`src/rtl/tictactoe_video_pkg.sv`:
```
// -----------------------------------------------------------------------------
// tictactoe_video_pkg
// Shared definitions for the serial data packer:
//   - default word width, symbol width, frame length and address width
//   - encoding of the holding-register state (S_EMPTY / S_FULL)
//   - width helper for the symbol counter
// No ports (package).
// -----------------------------------------------------------------------------
package tictactoe_video_pkg;

  localparam int DEFAULT_ROM_DATA_WIDTH  = 96;
  localparam int DEFAULT_SELECT_SIZE     = 3;
  localparam int DEFAULT_WORDS_PER_FRAME = 600;
  localparam int DEFAULT_ADDR_WIDTH      = 10;

  // Holding register occupancy
  typedef enum logic [0:0] {
    S_EMPTY = 1'b0,
    S_FULL  = 1'b1
  } hold_state_e;

  // Counter width able to index n symbols; never narrower than one bit
  function automatic int cnt_width(input int n);
    if (n > 1) begin
      return $clog2(n);
    end else begin
      return 1;
    end
  endfunction

endpackage

```
`src/rtl/serial_data_packer_symbol_assembler.sv`:
```
// -----------------------------------------------------------------------------
// symbol_assembler
// Collects SELECT_SIZE-bit symbols into a ROM_DATA_WIDTH-bit word, first
// symbol in the least significant position.
// Ports:
//   clk_i        rising-edge clock
//   rst_i        synchronous active-high reset
//   clear_i      restart the word; a symbol accepted this cycle becomes symbol 0
//   data_i       incoming symbol
//   valid_i      symbol qualifier
//   word_done_o  combinational: this cycle's symbol completes a word
//   word_o       combinational: the completed word (valid with word_done_o)
// -----------------------------------------------------------------------------
module symbol_assembler
  import tictactoe_video_pkg::*;
#(
  parameter int ROM_DATA_WIDTH = DEFAULT_ROM_DATA_WIDTH,
  parameter int SELECT_SIZE    = DEFAULT_SELECT_SIZE
) (
  input  logic                      clk_i,
  input  logic                      rst_i,
  input  logic                      clear_i,
  input  logic [SELECT_SIZE-1:0]    data_i,
  input  logic                      valid_i,
  output logic                      word_done_o,
  output logic [ROM_DATA_WIDTH-1:0] word_o
);

  localparam int N     = ROM_DATA_WIDTH / SELECT_SIZE;
  localparam int CNT_W = cnt_width(N);

  logic [CNT_W-1:0]                    cnt_q;
  logic [CNT_W-1:0]                    cnt_d;
  logic [CNT_W-1:0]                    cnt_base_s;
  logic [ROM_DATA_WIDTH-1:0]           sr_q;
  logic [ROM_DATA_WIDTH-1:0]           sr_d;
  logic [ROM_DATA_WIDTH+SELECT_SIZE-1:0] cat_s;
  logic [ROM_DATA_WIDTH-1:0]           shifted_s;

  // Shift/count next-state: new symbols enter at the top and move down, so
  // after N symbols the first one sits in the lowest slot. Stale bits left
  // over from a cleared partial word are shifted out before completion.
  always_comb begin
    if (clear_i) begin
      cnt_base_s = '0;
    end else begin
      cnt_base_s = cnt_q;
    end

    cat_s       = {data_i, sr_q};
    shifted_s   = cat_s[ROM_DATA_WIDTH+SELECT_SIZE-1:SELECT_SIZE];
    word_done_o = valid_i && (cnt_base_s == CNT_W'(N - 1));
    word_o      = shifted_s;

    if (valid_i) begin
      sr_d = shifted_s;
      if (word_done_o) begin
        cnt_d = '0;
      end else begin
        cnt_d = cnt_base_s + CNT_W'(1);
      end
    end else begin
      sr_d  = sr_q;
      cnt_d = cnt_base_s;
    end
  end

  // Assembly state registers
  always_ff @(posedge clk_i) begin
    if (rst_i) begin
      cnt_q <= '0;
      sr_q  <= '0;
    end else begin
      cnt_q <= cnt_d;
      sr_q  <= sr_d;
    end
  end

endmodule

```
`src/rtl/serial_data_packer.sv`:
```
// -----------------------------------------------------------------------------
// serial_data_packer
// Packs a stream of SELECT_SIZE-bit symbols into ROM_DATA_WIDTH-bit words and
// presents each completed word with its frame address through a single-entry
// holding register and a valid/ready style write handshake.
// Ports:
//   clk_i           rising-edge clock
//   rst_i           synchronous active-high reset (highest priority)
//   serial_data_i   incoming symbol
//   serial_valid_i  symbol qualifier
//   frame_start_i   restarts the frame: partial word dropped, address -> 0
//   word_ready_i    memory accepts the presented word this cycle
//   word_we_o       write request (holding register full)
//   word_data_o     packed word, stable while word_we_o is high
//   word_addr_o     word address, stable while word_we_o is high
//   overflow_o      sticky: a completed word was discarded
//   frame_done_o    (only with SERIAL_PACKER_FRAME_DONE_EN) one-cycle pulse
//                   after the last address of the frame is transferred
// Build option: define SERIAL_PACKER_FRAME_DONE_EN to add frame_done_o.
// -----------------------------------------------------------------------------
module serial_data_packer
  import tictactoe_video_pkg::*;
#(
  parameter int ROM_DATA_WIDTH  = DEFAULT_ROM_DATA_WIDTH,
  parameter int SELECT_SIZE     = DEFAULT_SELECT_SIZE,
  parameter int WORDS_PER_FRAME = DEFAULT_WORDS_PER_FRAME,
  parameter int ADDR_WIDTH      = DEFAULT_ADDR_WIDTH
) (
  input  logic                      clk_i,
  input  logic                      rst_i,
  input  logic [SELECT_SIZE-1:0]    serial_data_i,
  input  logic                      serial_valid_i,
  input  logic                      frame_start_i,
  input  logic                      word_ready_i,
  output logic                      word_we_o,
  output logic [ROM_DATA_WIDTH-1:0] word_data_o,
  output logic [ADDR_WIDTH-1:0]     word_addr_o,
  output logic                      overflow_o
`ifdef SERIAL_PACKER_FRAME_DONE_EN
  ,
  output logic                      frame_done_o
`endif
);

  localparam logic [ADDR_WIDTH-1:0] LAST_ADDR = ADDR_WIDTH'(WORDS_PER_FRAME - 1);

  hold_state_e               state_q;
  hold_state_e               state_d;
  logic [ROM_DATA_WIDTH-1:0] data_q;
  logic [ROM_DATA_WIDTH-1:0] data_d;
  logic [ADDR_WIDTH-1:0]     addr_q;
  logic [ADDR_WIDTH-1:0]     addr_d;
  logic [ADDR_WIDTH-1:0]     next_addr_q;
  logic [ADDR_WIDTH-1:0]     next_addr_d;
  logic                      overflow_q;
  logic                      overflow_d;

  logic                      word_done_s;
  logic [ROM_DATA_WIDTH-1:0] assembled_s;
  logic                      transfer_s;
  logic                      load_s;
  logic [ADDR_WIDTH-1:0]     addr_base_s;

  // Frame-relative address successor, wrapping at the end of the frame
  function automatic logic [ADDR_WIDTH-1:0] addr_inc(input logic [ADDR_WIDTH-1:0] a);
    if (a == LAST_ADDR) begin
      return '0;
    end else begin
      return a + ADDR_WIDTH'(1);
    end
  endfunction

  symbol_assembler #(
    .ROM_DATA_WIDTH (ROM_DATA_WIDTH),
    .SELECT_SIZE    (SELECT_SIZE)
  ) u_assembler (
    .clk_i       (clk_i),
    .rst_i       (rst_i),
    .clear_i     (frame_start_i),
    .data_i      (serial_data_i),
    .valid_i     (serial_valid_i),
    .word_done_o (word_done_s),
    .word_o      (assembled_s)
  );

  // Holding register / handshake next-state. A word completing while the
  // held word leaves this same cycle replaces it without a bubble; a word
  // completing while the held word is stuck is dropped and flagged.
  always_comb begin
    transfer_s = (state_q == S_FULL) && word_ready_i;

    if (frame_start_i) begin
      addr_base_s = '0;
    end else begin
      addr_base_s = next_addr_q;
    end

    case (state_q)
      S_EMPTY: load_s = word_done_s;
      S_FULL:  load_s = word_done_s && word_ready_i;
      default: load_s = 1'b0;
    endcase

    state_d     = state_q;
    data_d      = data_q;
    addr_d      = addr_q;
    next_addr_d = addr_base_s;

    if (load_s) begin
      state_d     = S_FULL;
      data_d      = assembled_s;
      addr_d      = addr_base_s;
      next_addr_d = addr_inc(addr_base_s);
    end else if (transfer_s) begin
      state_d     = S_EMPTY;
    end else begin
      state_d     = state_q;
    end

    if (word_done_s && !load_s) begin
      overflow_d = 1'b1;
    end else begin
      overflow_d = overflow_q;
    end
  end

  // Holding register, address and status flops
  always_ff @(posedge clk_i) begin
    if (rst_i) begin
      state_q     <= S_EMPTY;
      data_q      <= '0;
      addr_q      <= '0;
      next_addr_q <= '0;
      overflow_q  <= 1'b0;
    end else begin
      state_q     <= state_d;
      data_q      <= data_d;
      addr_q      <= addr_d;
      next_addr_q <= next_addr_d;
      overflow_q  <= overflow_d;
    end
  end

  assign word_we_o   = (state_q == S_FULL);
  assign word_data_o = data_q;
  assign word_addr_o = addr_q;
  assign overflow_o  = overflow_q;

`ifdef SERIAL_PACKER_FRAME_DONE_EN
  logic frame_done_q;
  logic frame_done_d;

  // Flag the transfer of the final address of the frame
  always_comb begin
    if (transfer_s && (addr_q == LAST_ADDR)) begin
      frame_done_d = 1'b1;
    end else begin
      frame_done_d = 1'b0;
    end
  end

  // Frame-done pulse register
  always_ff @(posedge clk_i) begin
    if (rst_i) begin
      frame_done_q <= 1'b0;
    end else begin
      frame_done_q <= frame_done_d;
    end
  end

  assign frame_done_o = frame_done_q;
`endif

endmodule

```
`config.mk`:
```
export PLATFORM = sky130hd
export DESIGN_NAME = serial_data_packer
export DESIGN_NICKNAME = d
export VERILOG_FILES = /design/src/rtl/tictactoe_video_pkg.sv /design/src/rtl/serial_data_packer_symbol_assembler.sv /design/src/rtl/serial_data_packer.sv
export SDC_FILE = /design/constraint.sdc
export NUM_CORES = 1
export LEC_CHECK = 0
export BUFFER_PORTS_ARGS = -buffer_cell sky130_fd_sc_hd__buf_2
export CAP_MARGIN = 20
export CORE_ASPECT_RATIO = 1.2
export CORE_MARGIN = 1.5
export CORE_UTILIZATION = 51
export CTS_CLUSTER_DIAMETER = 80
export DETAILED_ROUTE_END_ITERATION = 7
export MAX_ROUTING_LAYER = met4
export PLACE_DENSITY = 0.75
export REMOVE_ABC_BUFFERS = 1
export SLEW_MARGIN = 10
export SYNTH_ARGS = -nofsm -noshare
export SYNTH_HDL_FRONTEND = slang
export SYNTH_SLANG_ARGS = --single-unit
```
`constraint.sdc`:
```
create_clock -name clk_i -period 2.5 [get_ports clk_i]
set_clock_uncertainty 0.2 [all_clocks]
set_input_delay 0.25 -clock clk_i [delete_from_list [all_inputs] [get_ports clk_i]]
set_output_delay 0.25 -clock clk_i [all_outputs]
set_load 0.02 [all_outputs]
```
==> results of run 1 <==
worst max-delay path: cells and delay by family, from the launching register on:
| kind | cells | cell delay (ns) |
|---|---|---|
| DFF | 1 | 0.34 |
| adders and majority gates | 2 | 0.38 |
| AOI/OAI and AO/OA | 1 | 0.14 |
| and+or+nand+nor | 5 | 1.30 |
what timing repair did:
item	4_1_cts	5_1_grt
hold buffers	6	0
endpoints found under the hold margin	33	0
gates resized for setup	0	5
endpoints found under the setup margin	0	42
registers in the layout, indices dropped and copies added (netlist names):
name               cells
next_addr_q           10
overflow_o             1
u_assembler.cnt_q      5
u_assembler.sr_q      93
word_addr_o           10
word_data_o           96
word_we_o              1
metrics by stage:
stage | cell area, um^2 | total power [uW]
2_1_floorplan | 7460 | 3580
3_3_place_gp | 8500 | 3700
3_5_place_dp | 8500 | 3700
4_1_cts | 9280 | 6860
5_1_grt | 9290 | 7030
6_report | 9290 | 6800
cells by family (layout without fill, tap and decap cells):
group / count (synthesis) / count (layout) / synth area share
AOI/OAI and AO/OA: 122 / 122 / 0.0820
DFF: 216 / 216 / 0.561
adders and majority gates: 3 / 3 / 0.00487
and+or+nand+nor: 359 / 359 / 0.191
muxes: 94 / 94 / 0.122
buffers and inverters: 61 / 174 / 0.0325
xor gates and xnor gates: 6 / 6 / 0.00682
power by group through the flow:
stage | Combinational [uW] | Sequential [uW] | Clock (uW)
6_report | 175 | 3450 | 3180
5_1_grt | 188 | 3450 | 3390
4_1_cts | 174 | 3450 | 3240
3_5_place_dp | 167 | 3530 | 0
3_3_place_gp | 167 | 3530 | 0
2_1_floorplan | 46.3 | 3530 | 0
placed cells by master, fill, tap and decap left out, types with 2 or more instances in the layout:
cell type and count:
clkbuf_1 3, buf_6 3, ha_1 2, clkbuf_8 9
or3_1 2, clkinv_2 2, a22oi_1 2, buf_2 113
mux2i_1 94, dlygate4sd3_1 6, and3_1 2, buf_12 6
a21oi_1 113, nor2b_1 6, nand2_1 213, nand3_1 3
nor3_1 3, buf_4 7, nand3b_1 6, dfxtp_1 216
nand4_1 2, o21ai_0 2, clkbuf_16 21, nor2_1 104
nor2b_2 2, xnor2_1 5
layout make-up:
| type | count | area share |
|---|---|---|
| well taps | 204 | 0.0275 |
| flip-flops and latches | 216 | 0.465 |
| inverters | 1 | 0.000404 |
| clock inverters | 5 | 0.00606 |
| multi-input cells | 584 | 0.340 |
| clock buffers | 33 | 0.0711 |
| repair buffers | 135 | 0.0895 |
per-layer routing:
metal  vias to the layer above  wire [um]  GRT usage
li1                       3023          -          -
met1                      2695       7170      0.245
met2                       115       7250      0.318
met3                        20        619     0.0334
met4                         0        180     0.0391
met5                         -          0          -
worst min path at each step:
stage | from | end | slack [ns]
floorplan | rst_i | next_addr_q[0]$_SDFF_PP0_ | 0.12
global placement | word_addr_o[8]$_SDFFE_PP0P_ | word_addr_o[8]$_SDFFE_PP0P_ | 0.24
detailed placement | word_data_o[76]$_SDFFE_PP0P_ | word_data_o[76]$_SDFFE_PP0P_ | 0.24
CTS | serial_valid_i | word_we_o$_SDFFE_PP0P_ | 0.006
global route | serial_valid_i | word_we_o$_SDFFE_PP0P_ | 0.02
finish | serial_valid_i | word_we_o$_SDFFE_PP0P_ | 0.03
==> run metrics, run 1 <==
hold slack=0.0265 ns; fmax=412 MHz; Seq cells post-synth=216; Core ar.=0.0149 mm^2; Pint=5430 uW; warnings from Yosys=0; Core Util, Final=0.624; PortBufs=115; Sw Share=0.201; final period utilization=0.970; Slew HR=0.493; RSZ-0062 raised after global routing=false; final setup fails=0; Startpoint Class=flop; clock latency on the worst-skew pair=0.48 ns; max_cap viols=0; CP Cell Sequence=nor2b_2, ha_2, and3_1, ha_1, nand2_2, or4_4, or3_1, a21oi_1; CTS Buf Count=21; status=finished clean; Mean Syn Cell Area=8.95 um^2; worst hold-check path type=input port to flop; first-pass GRT wire length=24,600 um; worst path required time=2.71 ns; leading area contributor after synthesis=dfxtp_1; CP max FO=3; library cells used by synthesis=40; Layout Nets=970; final wirelength=15,200 um; largest net degree at the start of global routing=100; setup tns final=0 ns; Post-CTS Setup Bufs=0; Vias/cell=4.97; Multi-input gate area=0.00316 mm^2; P_leak=0.00388 uW; Fin. Hold Viols=0; Critical Path Sink=next_addr_q[9]$_SDFF_PP0_; count leader, synth=dfxtp_1; Seq pwr share=0.508; register area=0.00432 mm^2; FF-to-FF Start=u_assembler.cnt_q[1]$_SDFF_PP0_; r2r setup slk=0.08 ns; top post-synthesis cells by area=dfxtp_1 56%, mux2i_1 12%, nand2_1 10%; type of destination of the critical path=flop; post-layout min period=2.42 ns; Main synth FF type=dfxtp_1; cell count of the worst reg-to-reg path=8; Die H=138 um; Syn Std Cell Area=0.00771 mm^2; drt pass-1 iters=4; clock sinks=216; Sw Pwr=1370 uW; # rows=49; Post-synth EDFFs=0; Layout Area Growth over Synthesis=20.5%; I/O pins=116; Post-synth top cells=216 x dfxtp_1, 214 x nand2_1, 113 x a21oi_1; Place WS=-0.0593 ns; Clock power frac=0.467; Initial Util=0.518; # diodes=0; Worst Setup SP=u_assembler.cnt_q[1]$_SDFF_PP0_; final std cells w/o fill=1,178; top cell type's share of synthesized area=0.561; CTS tree=built; Residual DRC=0; H-tree Lvls=1; CTS Root Cell=clkbuf_16; Worst EP arrival=2.63 ns; Comb pwr share=0.026; Hold Path Stages=4; Iter 0 DRT Violations=273; share of post-route cells with drive strength above 1=0.179; per-cell routed wire length=12.9 um; total grt overflow=0; dpl hpwl=9240 um; CP Class=flop to flop; PwrDens=732 mW/mm^2; Max Slew Vio Count=0; sequential area share after synthesis=0.561; routability cong.=0.837; die area=0.0159 mm^2; Die W=115 um; DP Cell Count=1,134; Syn Inst Count=861; Critical Path Max Stage Delay=0.52 ns; Routed Antenna Nets=0; initial antenna violation count=0; All-Layer GR Usage=0.191; number of global-route vias before repair=5,178; clk buf depth=3; clock slew at reported path FFs=0.06 ns; via count=5,853; CP max-delay cell=or4_4; VDD IR-drop max=0.000528 V; filler cell count=1,302; Worst-Margin Slew=0.760 ns; Async S/R FF share, synth=0; Final WS setup=0.0755 ns; Reg-to-Reg End=next_addr_q[9]$_SDFF_PP0_
Power figures use the tool's default switching activity.
==> run 2, diff against run 1 <==
--- a/config.mk
+++ b/config.mk
@@ -5,7 +5,7 @@
 export SDC_FILE = /design/constraint.sdc
 export NUM_CORES = 1
 export LEC_CHECK = 0
-export BUFFER_PORTS_ARGS = -buffer_cell sky130_fd_sc_hd__buf_2
+export BUFFER_PORTS_ARGS = -buffer_cell sky130_fd_sc_hd__clkbuf_2
 export CAP_MARGIN = 20
 export CORE_ASPECT_RATIO = 1.2
 export CORE_MARGIN = 1.5
==> run 2 against run 1 <==
  * Sequential share of layout area increased by 0.23 points
  * Hold slack improved by 0.027 ns
  * Sequential cell count stayed put
  * Maximum frequency rose by 1.8%
  * Critical path type unchanged
==> run metrics, run 2 (synthesis gave the netlist of run 1 again) <==
worst path required time=2.71 ns (about the same); clock latency on the worst-skew pair=0.48 ns (about the same); share of post-route cells with drive strength above 1=0.178 (was 0.179); via count=5,912 (was 5,853); max reg flops=96 (unchanged); RSZ-0062 raised after global routing=false (unchanged); dpl hpwl=9230 um (was 9240 um); die area=0.0159 mm^2 (unchanged); Post-CTS Setup Bufs=0 (unchanged); Worst Setup SP=u_assembler.cnt_q[0]$_SDFF_PP0_ (was u_assembler.cnt_q[1]$_SDFF_PP0_); PortBufs=115 (unchanged); CP Class=flop to flop (unchanged); drt pass-1 iters=4 (unchanged); FF-to-FF Start=u_assembler.cnt_q[0]$_SDFF_PP0_ (was u_assembler.cnt_q[1]$_SDFF_PP0_); CTS Buf Count=21 (unchanged); register area=0.00432 mm^2 (unchanged); P_leak=0.00377 uW (was 0.00388 uW); Placed Area=0.00853 mm^2 (was 0.00850 mm^2); I/O pins=116 (unchanged); final instance area=0.00925 mm^2 (was 0.00929 mm^2); routability cong.=0.850 (was 0.837); H-tree Lvls=1 (unchanged); VDD IR-drop max=0.000496 V (was 0.000528 V); final period utilization=0.953 (was 0.970); All-Layer GR Usage=0.191 (about the same); Fin. Hold Viols=0 (unchanged); fmax=420 MHz (was 412 MHz); filler cell count=1,307 (was 1,302); Slew HR=0.558 (was 0.493); first-pass GRT wire length=24,500 um (was 24,600 um); Iter 0 DRT Violations=349 (was 273); Layout Nets=972 (was 970); max_cap viols=0 (unchanged); Reg-to-Reg End=next_addr_q[9]$_SDFF_PP0_ (unchanged); Critical Path Sink=next_addr_q[9]$_SDFF_PP0_ (unchanged); Vias/cell=5.03 (was 4.97); initial antenna violation count=0 (unchanged); total grt overflow=0 (unchanged); Die H=138 um (unchanged); post-layout min period=2.38 ns (was 2.42 ns); CTS Root Cell=clkbuf_16 (unchanged); Initial Util=0.518 (unchanged); PwrDens=711 mW/mm^2 (was 732 mW/mm^2); per-cell routed wire length=12.7 um (was 12.9 um); final wirelength=15,000 um (was 15,200 um); Startpoint Class=flop (unchanged); largest net degree at the start of global routing=97 (was 100); Max Slew Vio Count=0 (unchanged); final setup fails=0 (unchanged); CP max FO=3 (unchanged); commonest non-fill, non-tap cell in the layout=dfxtp_1 (unchanged); cell count of the worst reg-to-reg path=8 (unchanged); number of global-route vias before repair=5,283 (was 5,178); Layout Area Growth over Synthesis=20.0% (was 20.5%); Die W=115 um (unchanged); CTS tree=built (unchanged); clk buf depth=3 (unchanged); type of destination of the critical path=flop (unchanged); most frequent cells in the layout=216 x dfxtp_1, 213 x nand2_1, 113 x a21oi_1, 113 x clkbuf_2, 104 x nor2_1 (was 216 x dfxtp_1, 213 x nand2_1, 113 x a21oi_1, 113 x buf_2, 104 x nor2_1); Worst EP arrival=2.60 ns (was 2.63 ns); # diodes=0 (unchanged); Worst-Margin Slew=0.664 ns (was 0.760 ns); Multi-input gate area=0.00316 mm^2 (about the same); r2r setup slk=0.12 ns (was 0.08 ns); clock slew at reported path FFs=0.06 ns (about the same); # rows=49 (unchanged); Residual DRC=0 (unchanged); Core ar.=0.0149 mm^2 (unchanged); status=finished clean (unchanged); Routed Antenna Nets=0 (unchanged); worst hold-check path type=input port to flop (unchanged); clock sinks=216 (unchanged); total power=6580 uW (was 6800 uW)
[run 2: cell types whose count changed in the layout (fill, tap and decap cells not counted), moves of 2 or more]
cell	previous run	this run
clkbuf_2	0	113
clkbuf_8	9	7
buf_4	7	9
clkinv_2	2	4
buf_2	113	0
clkbuf_1	3	1
[run 2: worst max-delay path, stage by stage (launching register included)]
cell and delay [ns]:
dfxtp_1 0.33, nor2b_2 0.16, ha_1 0.17, and3_1 0.16, ha_1 0.19, nand2_2 0.07
or4_4 0.52, or3_1 0.38, a21oi_1 0.14
[run 2: power breakdown]
part           leakage [uW]  internal [uW]  total (uW)  switching [uW]
sequential          0.00174           3450        3450            5.19
combinational       0.00170           65.8         176             110
clock              0.000326           1730        2950            1220
total               0.00377           5240        6580            1340
[run 2: repair_timing]
item / CTS / global route
gates resized for setup: 0 / 4
endpoints found under the setup margin: 0 / 2
endpoints found under the hold margin: 50 / 0
hold buffers: 6 / 0
[run 2: through the flow]
stage               hold WS, ns  cells  setup TNS, ns  worst slack (ns)   util
finish                   0.0539   1175              0             0.119  0.621
global route             0.0812   1175              0           0.00509  0.621
CTS                      0.0351   1175              0            0.0475  0.620
detailed placement        0.245   1136              0           0.00660  0.573
global placement          0.239   1136              0            0.0720  0.573
floorplan                 0.119    801        -270.84             -2.48      -
[run 2: cell type report]
class                           count  area share
Clock buffer                       29      0.0676
Clock inverter                      4     0.00216
Inverter                            1    0.000406
Multi-Input combinational cell    584       0.342
Sequential cell                   216       0.468
Tap cell                          204      0.0276
Timing Repair Buffer              137      0.0925
[run 2: how the worst min path moves through the flow]
stage | depth (start not counted) | startpoint | endpoint | slack [ns]
floorplan | 1 | rst_i | next_addr_q[0]$_SDFF_PP0_ | 0.12
global placement | 2 | u_assembler.sr_q[5]$_SDFFE_PP0P_ | word_data_o[2]$_SDFFE_PP0P_ | 0.24
detailed placement | 2 | word_data_o[77]$_SDFFE_PP0P_ | word_data_o[77]$_SDFFE_PP0P_ | 0.25
CTS | 3 | frame_start_i | u_assembler.cnt_q[2]$_SDFF_PP0_ | 0.04
global route | 3 | frame_start_i | u_assembler.cnt_q[2]$_SDFF_PP0_ | 0.08
finish | 4 | frame_start_i | u_assembler.cnt_q[1]$_SDFF_PP0_ | 0.05
[run 2: layer usage]
metal | up-vias | GRT usage | part of all wire
li1 | 3033 | - | -
met5 | - | - | 0
met2 | 108 | 0.320 | 0.48
met4 | 0 | 0.0549 | 0.015
met3 | 21 | 0.0304 | 0.035
met1 | 2750 | 0.239 | 0.47
